===== config.mk =====
export PLATFORM = sky130hd
export DESIGN_NAME = fwd_mux_reg
export DESIGN_NICKNAME = d
export VERILOG_FILES = /design/src/rtl/fwd_mux_reg.sv
export SDC_FILE = /design/constraint.sdc
export NUM_CORES = 1
export LEC_CHECK = 0
export ABC_AREA = 1
export BUFFER_PORTS_ARGS = -buffer_cell sky130_fd_sc_hd__clkbuf_2
export CAP_MARGIN = 0
export CORE_AREA = 2 2 133 135
export CTS_CLUSTER_SIZE = 28
export DETAILED_ROUTE_END_ITERATION = 8
export DIE_AREA = 0 0 135 137
export GPL_ROUTABILITY_DRIVEN = 0
export GPL_TIMING_DRIVEN = 1
export SYNTH_ARGS = -nofsm -noshare
export SYNTH_HDL_FRONTEND = slang
export SYNTH_SLANG_ARGS = --single-unit

===== constraint.sdc =====
create_clock -name clk -period 1.2 [get_ports clk]
set_input_delay 0.12 -clock clk [delete_from_list [all_inputs] [get_ports clk]]
set_output_delay 0.12 -clock clk [all_outputs]
set_load 0.02 [all_outputs]

===== src/rtl/fwd_mux_reg.sv =====
// fwd_mux_reg: registered N:1 forwarding mux with stall / flush control.
//   - Channel k of in_data lives at bits [k*DATA_W +: DATA_W].
//   - An out-of-range select picks channel 0. When such a select is captured
//     with in_valid=1, sel_err pulses for one cycle.
//   - Priority at each rising edge: flush, then stall, then capture.
//   - Optional feature macro: FWD_MUX_STATS_EN. When it is defined, fwd_cnt
//     counts captures with in_valid=1 and sel != 0, saturating at 16'hFFFF.
//     When it is not defined, fwd_cnt is tied to zero.
//   - Every output comes straight from a flop, so no input reaches an output
//     combinationally.
//   - Handshake: in_valid qualifies the selected channel in the current cycle,
//     and out_valid qualifies out_data. There is no ready/backpressure signal.
//     stall holds the output register, and flush inserts a bubble.
module fwd_mux_reg #(
  parameter  int DATA_W = 64,
  parameter  int NUM_IN = 4,
  localparam int SEL_W  = $clog2(NUM_IN)
) (
  input  logic                     clk,
  input  logic                     arst_n,
  input  logic [NUM_IN*DATA_W-1:0] in_data,
  input  logic [SEL_W-1:0]         sel,
  input  logic                     in_valid,
  input  logic                     stall,
  input  logic                     flush,
  output logic [DATA_W-1:0]        out_data,
  output logic                     out_valid,
  output logic                     sel_err,
  output logic [15:0]              fwd_cnt
);

  logic [DATA_W-1:0] mux_data;
  logic              sel_oob;
  logic              capture;

  logic [DATA_W-1:0] out_data_q,  out_data_d;
  logic              out_valid_q, out_valid_d;
  logic              sel_err_q,   sel_err_d;

  // Select a channel. Any select value that matches no channel falls back to
  // channel 0 and is flagged as out of range.
  always_comb begin
    mux_data = in_data[DATA_W-1:0];
    sel_oob  = 1'b1;
    for (int k = 0; k < NUM_IN; k++) begin
      if (sel == SEL_W'(k)) begin
        mux_data = in_data[k*DATA_W +: DATA_W];
        sel_oob  = 1'b0;
      end
    end
  end

  assign capture = !flush && !stall;

  // Next output state: flush clears, stall holds data/valid, otherwise capture.
  always_comb begin
    out_data_d  = out_data_q;
    out_valid_d = out_valid_q;
    sel_err_d   = 1'b0;
    if (flush) begin
      out_data_d  = '0;
      out_valid_d = 1'b0;
    end else if (capture) begin
      out_data_d  = mux_data;
      out_valid_d = in_valid;
      sel_err_d   = sel_oob & in_valid;
    end
  end

  // Output register with asynchronous active-low reset.
  always_ff @(posedge clk or negedge arst_n) begin
    if (!arst_n) begin
      out_data_q  <= '0;
      out_valid_q <= 1'b0;
      sel_err_q   <= 1'b0;
    end else begin
      out_data_q  <= out_data_d;
      out_valid_q <= out_valid_d;
      sel_err_q   <= sel_err_d;
    end
  end

  assign out_data  = out_data_q;
  assign out_valid = out_valid_q;
  assign sel_err   = sel_err_q;

`ifdef FWD_MUX_STATS_EN
  logic [15:0] fwd_cnt_q, fwd_cnt_d;

  // Count valid captures that forward from a non-zero select.
  // Out-of-range selects are included, and the count saturates at all ones.
  always_comb begin
    fwd_cnt_d = fwd_cnt_q;
    if (capture && in_valid && (sel != '0) && (fwd_cnt_q != 16'hFFFF)) begin
      fwd_cnt_d = fwd_cnt_q + 16'd1;
    end
  end

  // Statistics counter register.
  always_ff @(posedge clk or negedge arst_n) begin
    if (!arst_n) begin
      fwd_cnt_q <= 16'h0000;
    end else begin
      fwd_cnt_q <= fwd_cnt_d;
    end
  end

  assign fwd_cnt = fwd_cnt_q;
`else
  assign fwd_cnt = 16'h0000;
`endif

endmodule


==> impl_metrics.toml, run 1 <==
[floorplan]
io_pins = 345
core_area_mm2 = 0.0171
die_height_um = 137
area_of_the_die_mm2 = 0.0185
initial_utilization_pct = 30.5
fp-row-count = 48
die-width_um = 135

[clocking]
tritoncts = "built"
numClockSinks = 66
path_clk_slew_ps = 60
cts_buffers = 9
cts_setup_buffers = 0
cts.root.buffer_cell = "sky130_fd_sc_hd__clkbuf_16"
worst_skew_pair_latency_ps = 330
cts.path.max_buffers = 2
cts_htree_levels = 3

[finish]
antenna_cells = 0
seq_area_mm2 = 0.00165
final.fill_count = 1905
cell_count_final_fillers_out = 1449
drive_above_1_share_pct = 30.5
multi_input_logic_area_mm2 = 0.00274
area_growth_pct = 43.5
net_count_final = 1483

[setup_path]
timing.critical_path.arrival_ps = 890
critical_path_cell_by_cell = "clkbuf_2"
reg2reg_from = "out_data[52]"
cpLargestDelayFamily = "flip-flops"
setup.reg_to_reg.worst_slack_ps = 570
worst_setup_path_end_kind = "output pin"
crit_path_max_fanout = 2
worst-path-buf-inv = 1
cp-start-kind = "flip-flop"
critPathRequiredTime_ps = 1080
regToRegEndpoint = "out_data[52]"
cell_type_of_the_slowest_stage_on_the_worst_timing_path = "sky130_fd_sc_hd__dfrtp_1"
rr_worst_depth = 2
critical_setup_path_kind = "flip-flop to output pin"
max_stage_delay_ps = 390

[power]
power_leakage_uw = 0.00487
p_per_area_mw_per_mm2 = 1020
vdd_ir_drop_max_mv = 0.615

[routing]
ant_nets = 0
detail_route.drc_violations = 0
drt_iter0_drc = 431
routed-via-count = 6564
detail_route.wirelength_mm = 20.6
detail_route.first_pass.iterations = 5
avgRoutedWirePerCell_um = 14.2
viasPerCell = 4.53

[timing]
hold_fails_final_rpt = 0
setup_viol = 0
timing.fmax_ghz = 0.989
final.min_clock_period_ps = 1010
slew_viol_final = 0
final_cycle_share_pct = 84.2
clock_skew_ps = 0
setup_repair_after_global_routing_missed_its_margin = "false"
hold_ws_ps = 18.3

[hold_path]
worstHoldPathType = "input pin to flip-flop"
hold_path_startpoint = "in_valid"
hold_depth = 3
hold_end = "out_valid"

[global_routing]
gr-usage-met2_pct = 38.1
grt_total_usage_pct = 21.8
grt.met1_usage_pct = 26.7
grt_pass1_wl_mm = 31.6
globalRoute.busiestLayer = "met2"
grt_pass1_vias = 6332
groute.layer.met3.usage_pct = 3.56
grt-ovfl-total = 0
initial_antenna_violation_count = 0
pin_count_of_the_biggest_net_entering_global_routing = 68

[logic_synthesis]
synthTopCellsByArea = "sky130_fd_sc_hd__dfrtp_1, sky130_fd_sc_hd__nand2_1, sky130_fd_sc_hd__nand3_1"
ys_seq_area_share_pct = 31.8
synth_area_leader_cell = "sky130_fd_sc_hd__dfrtp_1"
yosys_warnings = 0
postSynthRegisterBits = 66
yosysTopAreaCellShare_pct = 31.8
avgSynthCellArea_um2 = 5.69
synth.cell_area_mm2 = 0.00520
postSynthCellCount = 914
synthDistinctLibCells = 14

[job]
maxCapViolations = 0

[place]
dpl.hpwl_mm = 15.4
placedCellCount = 1433
port-buffer-count = 328

[run_status]
outcome = "complete, no violations"
worst register-to-register path, cell delays in order, from the launching register on:
cell and delay (ps):
sky130_fd_sc_hd__dfrtp_1 390, sky130_fd_sc_hd__nand2_1 70, sky130_fd_sc_hd__nand2_1 60
metal layers:
metal	share of wire (%)	vias to the layer above
met5	0	-
met4	2.7	0
met3	6.7	41
met2	49	276
met1	41	2904
li1	-	3343
flip-flops by register name (all words and copies together) (netlist names):
signal	cells
sel_err	1
out_valid	1
out_data	64
worst max-delay path by stage:
stage | cells after the start | end | start
3_5_place_dp | 9 | out_data[43] | sel[1]
5_1_grt | 1 | out_data[39] | out_data[39]
2_1_floorplan | 7 | out_data[0] | flush
4_1_cts | 1 | out_data[52] | out_data[52]
6_report | 1 | out_data[34] | out_data[34]
3_3_place_gp | 9 | out_data[43] | sel[1]
cells in the final DEF, fill, tap and decap left out:
master	count
sky130_fd_sc_hd__buf_12	13
sky130_fd_sc_hd__nand2_2	4
sky130_fd_sc_hd__o21ai_1	27
sky130_fd_sc_hd__nor2_1	128
sky130_fd_sc_hd__clkinv_2	1
sky130_fd_sc_hd__buf_4	14
sky130_fd_sc_hd__clkbuf_1	1
sky130_fd_sc_hd__conb_1	17
sky130_fd_sc_hd__bufinv_16	1
sky130_fd_sc_hd__dfrtp_1	66
sky130_fd_sc_hd__clkbuf_16	9
sky130_fd_sc_hd__dlygate4sd3_1	1
sky130_fd_sc_hd__clkbuf_8	3
sky130_fd_sc_hd__clkbuf_2	326
sky130_fd_sc_hd__inv_1	125
sky130_fd_sc_hd__o21ai_0	37
sky130_fd_sc_hd__nand3_1	129
sky130_fd_sc_hd__inv_2	2
sky130_fd_sc_hd__nand2_1	320
metrics by stage:
stage	utilization [%]	setup TNS [ps]	cell area, um2	worst slack (ps)	total power, uW
after CTS	43.7	0	7460	166	7730
final	43.7	0	7460	189	7620
after detailed placement	41.9	-309	7140	-64.7	4920
after floorplan	-	0	5260	188	3880
after global placement	41.9	-8.14	7140	-5.79	4920
after global routing	43.7	0	7460	148	8110
cell type report:
cell class                 count  area share [%]
sequential                    66            22.1
tap                          225            3.77
multi-input combinational    662            36.7
clock inverter                 2           0.470
timing repair buffer         354            26.9
inverter                     127            6.39
clock buffer                  13            3.62
cell usage after synthesis:
cell / n
sky130_fd_sc_hd__buf_1: 6
sky130_fd_sc_hd__buf_2: 19
sky130_fd_sc_hd__buf_4: 25
sky130_fd_sc_hd__clkbuf_1: 25
sky130_fd_sc_hd__conb_1: 1
sky130_fd_sc_hd__dfrtp_1: 66
sky130_fd_sc_hd__inv_1: 126
sky130_fd_sc_hd__inv_2: 1
sky130_fd_sc_hd__nand2_1: 322
sky130_fd_sc_hd__nand2_2: 2
sky130_fd_sc_hd__nand3_1: 129
sky130_fd_sc_hd__nor2_1: 128
sky130_fd_sc_hd__o21ai_0: 37
sky130_fd_sc_hd__o21ai_1: 27
power by group:
part	internal, uW	leakage, uW	total [uW]	switching, uW
sequential	2450	0.000847	2570	124
combinational	905	0.00387	2310	1400
clock	1760	0.000152	2740	980
total	5120	0.00487	7620	2510
cell families (layout without fill, tap and decap cells):
| logic type | Yosys count | count (layout) | share of synthesized area [%] |
|---|---|---|---|
| AND/OR/NAND/NOR | 581 | 581 | 45.2 |
| flip-flops | 66 | 66 | 31.8 |
| AO/OA/AOI/OAI | 64 | 64 | 6.16 |
| other | 1 | 17 | 0.0721 |
| buffers and inverters | 202 | 496 | 16.8 |
what timing repair did:
item / CTS / global route
hold endpoints to repair: 66 / 0
endpoints found under the setup margin: 0 / 0
hold buffers: 1 / 0
resized for setup: 0 / 0
Power figures use the tool's default switching activity.
==> run 2, diff against run 1 <==
==> constraint.sdc (replaced) <==
create_clock -name clk -period 1 [get_ports clk]
set_input_delay 0.1 -clock clk [delete_from_list [all_inputs] [get_ports clk]]
set_output_delay 0.1 -clock clk [all_outputs]
set_load 0.02 [all_outputs]
==> impl_metrics.toml, run 2 (synthesized netlist as in run 1, its figures left out) <==
[global_routing]
globalRoute.busiestLayer = "met2"
initial_antenna_violation_count = 0
grt-ovfl-total = 0
grt.met1_usage_pct = 27.0
grt_pass1_wl_mm = 31.0
grt_pass1_vias = 6091
gr-usage-met2_pct = 36.7
groute.layer.met3.usage_pct = 3.63
grt_total_usage_pct = 21.4
pin_count_of_the_biggest_net_entering_global_routing = 68

[setup_path]
cell_type_of_the_slowest_stage_on_the_worst_timing_path = "sky130_fd_sc_hd__dfrtp_1"
worst_setup_path_end_kind = "output pin"
crit_path_max_fanout = 2
critical_setup_path_kind = "flip-flop to output pin"
cpLargestDelayFamily = "flip-flops"
max_stage_delay_ps = 410
worst-path-buf-inv = 1
critPathRequiredTime_ps = 900
timing.critical_path.arrival_ps = 890
cp-start-kind = "flip-flop"
critical_path_cell_by_cell = "buf_6"

[finish]
net_count_final = 1515
largest_register_ffs = 64
postLayoutCoreUtil_pct = 46.8
final.fill_count = 1819
layout.cells.most_common_list = "sky130_fd_sc_hd__nand2_1, sky130_fd_sc_hd__clkbuf_2, sky130_fd_sc_hd__nand3_1, sky130_fd_sc_hd__nor2_1, sky130_fd_sc_hd__inv_1"
drive_above_1_share_pct = 32.2
final_common_cell = "sky130_fd_sc_hd__nand2_1"
antenna_cells = 0
final_area_mm2 = 0.00799
area_growth_pct = 53.7

[timing]
hold_fails_final_rpt = 0
final.min_clock_period_ps = 988
final_cycle_share_pct = 98.8
setup_viol = 0
hold_ws_ps = 63.8
setup_repair_after_global_routing_missed_its_margin = "true"
timing.fmax_ghz = 1.01
slew_viol_final = 0
clock_skew_ps = 0
layout_setup_ws_ps = 11.8

[routing]
viasPerCell = 4.49
detail_route.wirelength_mm = 20.5
avgRoutedWirePerCell_um = 13.8
drt_iter0_drc = 430
routed-via-count = 6651
detail_route.drc_violations = 0
detail_route.first_pass.iterations = 5
ant_nets = 0

[floorplan]
die-width_um = 135
initial_utilization_pct = 30.5
core_area_mm2 = 0.0171
io_pins = 345
area_of_the_die_mm2 = 0.0185
fp-row-count = 48
die_height_um = 137

[clocking]
worst_skew_pair_latency_ps = 340
cts_htree_levels = 3
cts_buffers = 9
numClockSinks = 66
cts.root.buffer_cell = "sky130_fd_sc_hd__clkbuf_16"
path_clk_slew_ps = 60
tritoncts = "built"
cts.path.max_buffers = 2

[job]
maxCapViolations = 0

[place]
dpl.hpwl_mm = 15.3
port-buffer-count = 328
detailed_place.area_mm2 = 0.00720
placement.setup.worst_slack_ps = -177

[power]
vdd_ir_drop_max_mv = 0.754
p_per_area_mw_per_mm2 = 1220
report.power.total_uw = 9730
power_leakage_uw = 0.00511

[hold_path]
worstHoldPathType = "input pin to flip-flop"

[run_status]
outcome = "complete, no violations"
run 2: cell count changes in the layout (fill, tap and decap cells not counted):
cell                            previous run  this run
sky130_fd_sc_hd__bufinv_16                 1         2
sky130_fd_sc_hd__buf_6                     0        34
sky130_fd_sc_hd__clkbuf_2                326       272
sky130_fd_sc_hd__dlygate4sd3_1             1         2
sky130_fd_sc_hd__clkinv_2                  1         2
sky130_fd_sc_hd__buf_4                    14        60
sky130_fd_sc_hd__clkbuf_8                  3         2
sky130_fd_sc_hd__buf_2                     0         3
sky130_fd_sc_hd__clkinvlp_4                0         1
sky130_fd_sc_hd__buf_12                   13        14
run 2: final timing paths:
path | slack, ps | to | from | cells after the start
worst max-delay path | 10 | out_data[53] | out_data[53] | 1
max in group asynchronous | 340 | out_data[47] | arst_n | 3
worst min register to register | 480 | out_data[62] | out_data[62] | 2
worst min-delay path | 60 | out_data[57] | in_data[185] | 5
worst max register to register | 260 | out_data[24] | out_data[24] | 3
min in group asynchronous | 110 | out_data[38] | arst_n | 2
run 2: area by class of cell:
| class | instances | area (um2) | share of cell area, % |
|---|---|---|---|
| clock buffer | 11 | 243 | 3.04 |
| clock inverter | 5 | 77.6 | 0.971 |
| inverter | 127 | 477 | 5.97 |
| multi-input combinational | 662 | 2740 | 34.2 |
| sequential | 66 | 1650 | 20.7 |
| tap | 225 | 282 | 3.52 |
| timing repair buffer | 386 | 2520 | 31.6 |
run 2: through the flow:
stage | cells | TNS (ps)
floorplan | 930 | 0
global placement | 1439 | -5450
detailed placement | 1439 | -8260
CTS | 1457 | -63.3
global route | 1482 | -50.3
finish | 1482 | 0
run 2: what timing repair did:
item	in CTS	in global routing
setup endpoints to repair	9	54
hold endpoints to repair	67	0
hold buffers	2	0
gates resized for setup	2	138
buffers inserted	0	25
run 2: routing by layer:
| layer | routed length (um) | share of wire (%) |
|---|---|---|
| met5 | 0 | 0 |
| met4 | 476 | 2.3 |
| met3 | 1320 | 6.4 |
| met2 | 10100 | 49 |
| met1 | 8650 | 42 |
run 2: power breakdown:
group	total (uW)	internal [uW]	leakage [uW]	switching, uW
registers	3110	2940	0.000847	172
clock network	3480	2240	0.000156	1230
logic	3150	1430	0.00411	1720
total	9730	6610	0.00511	3120
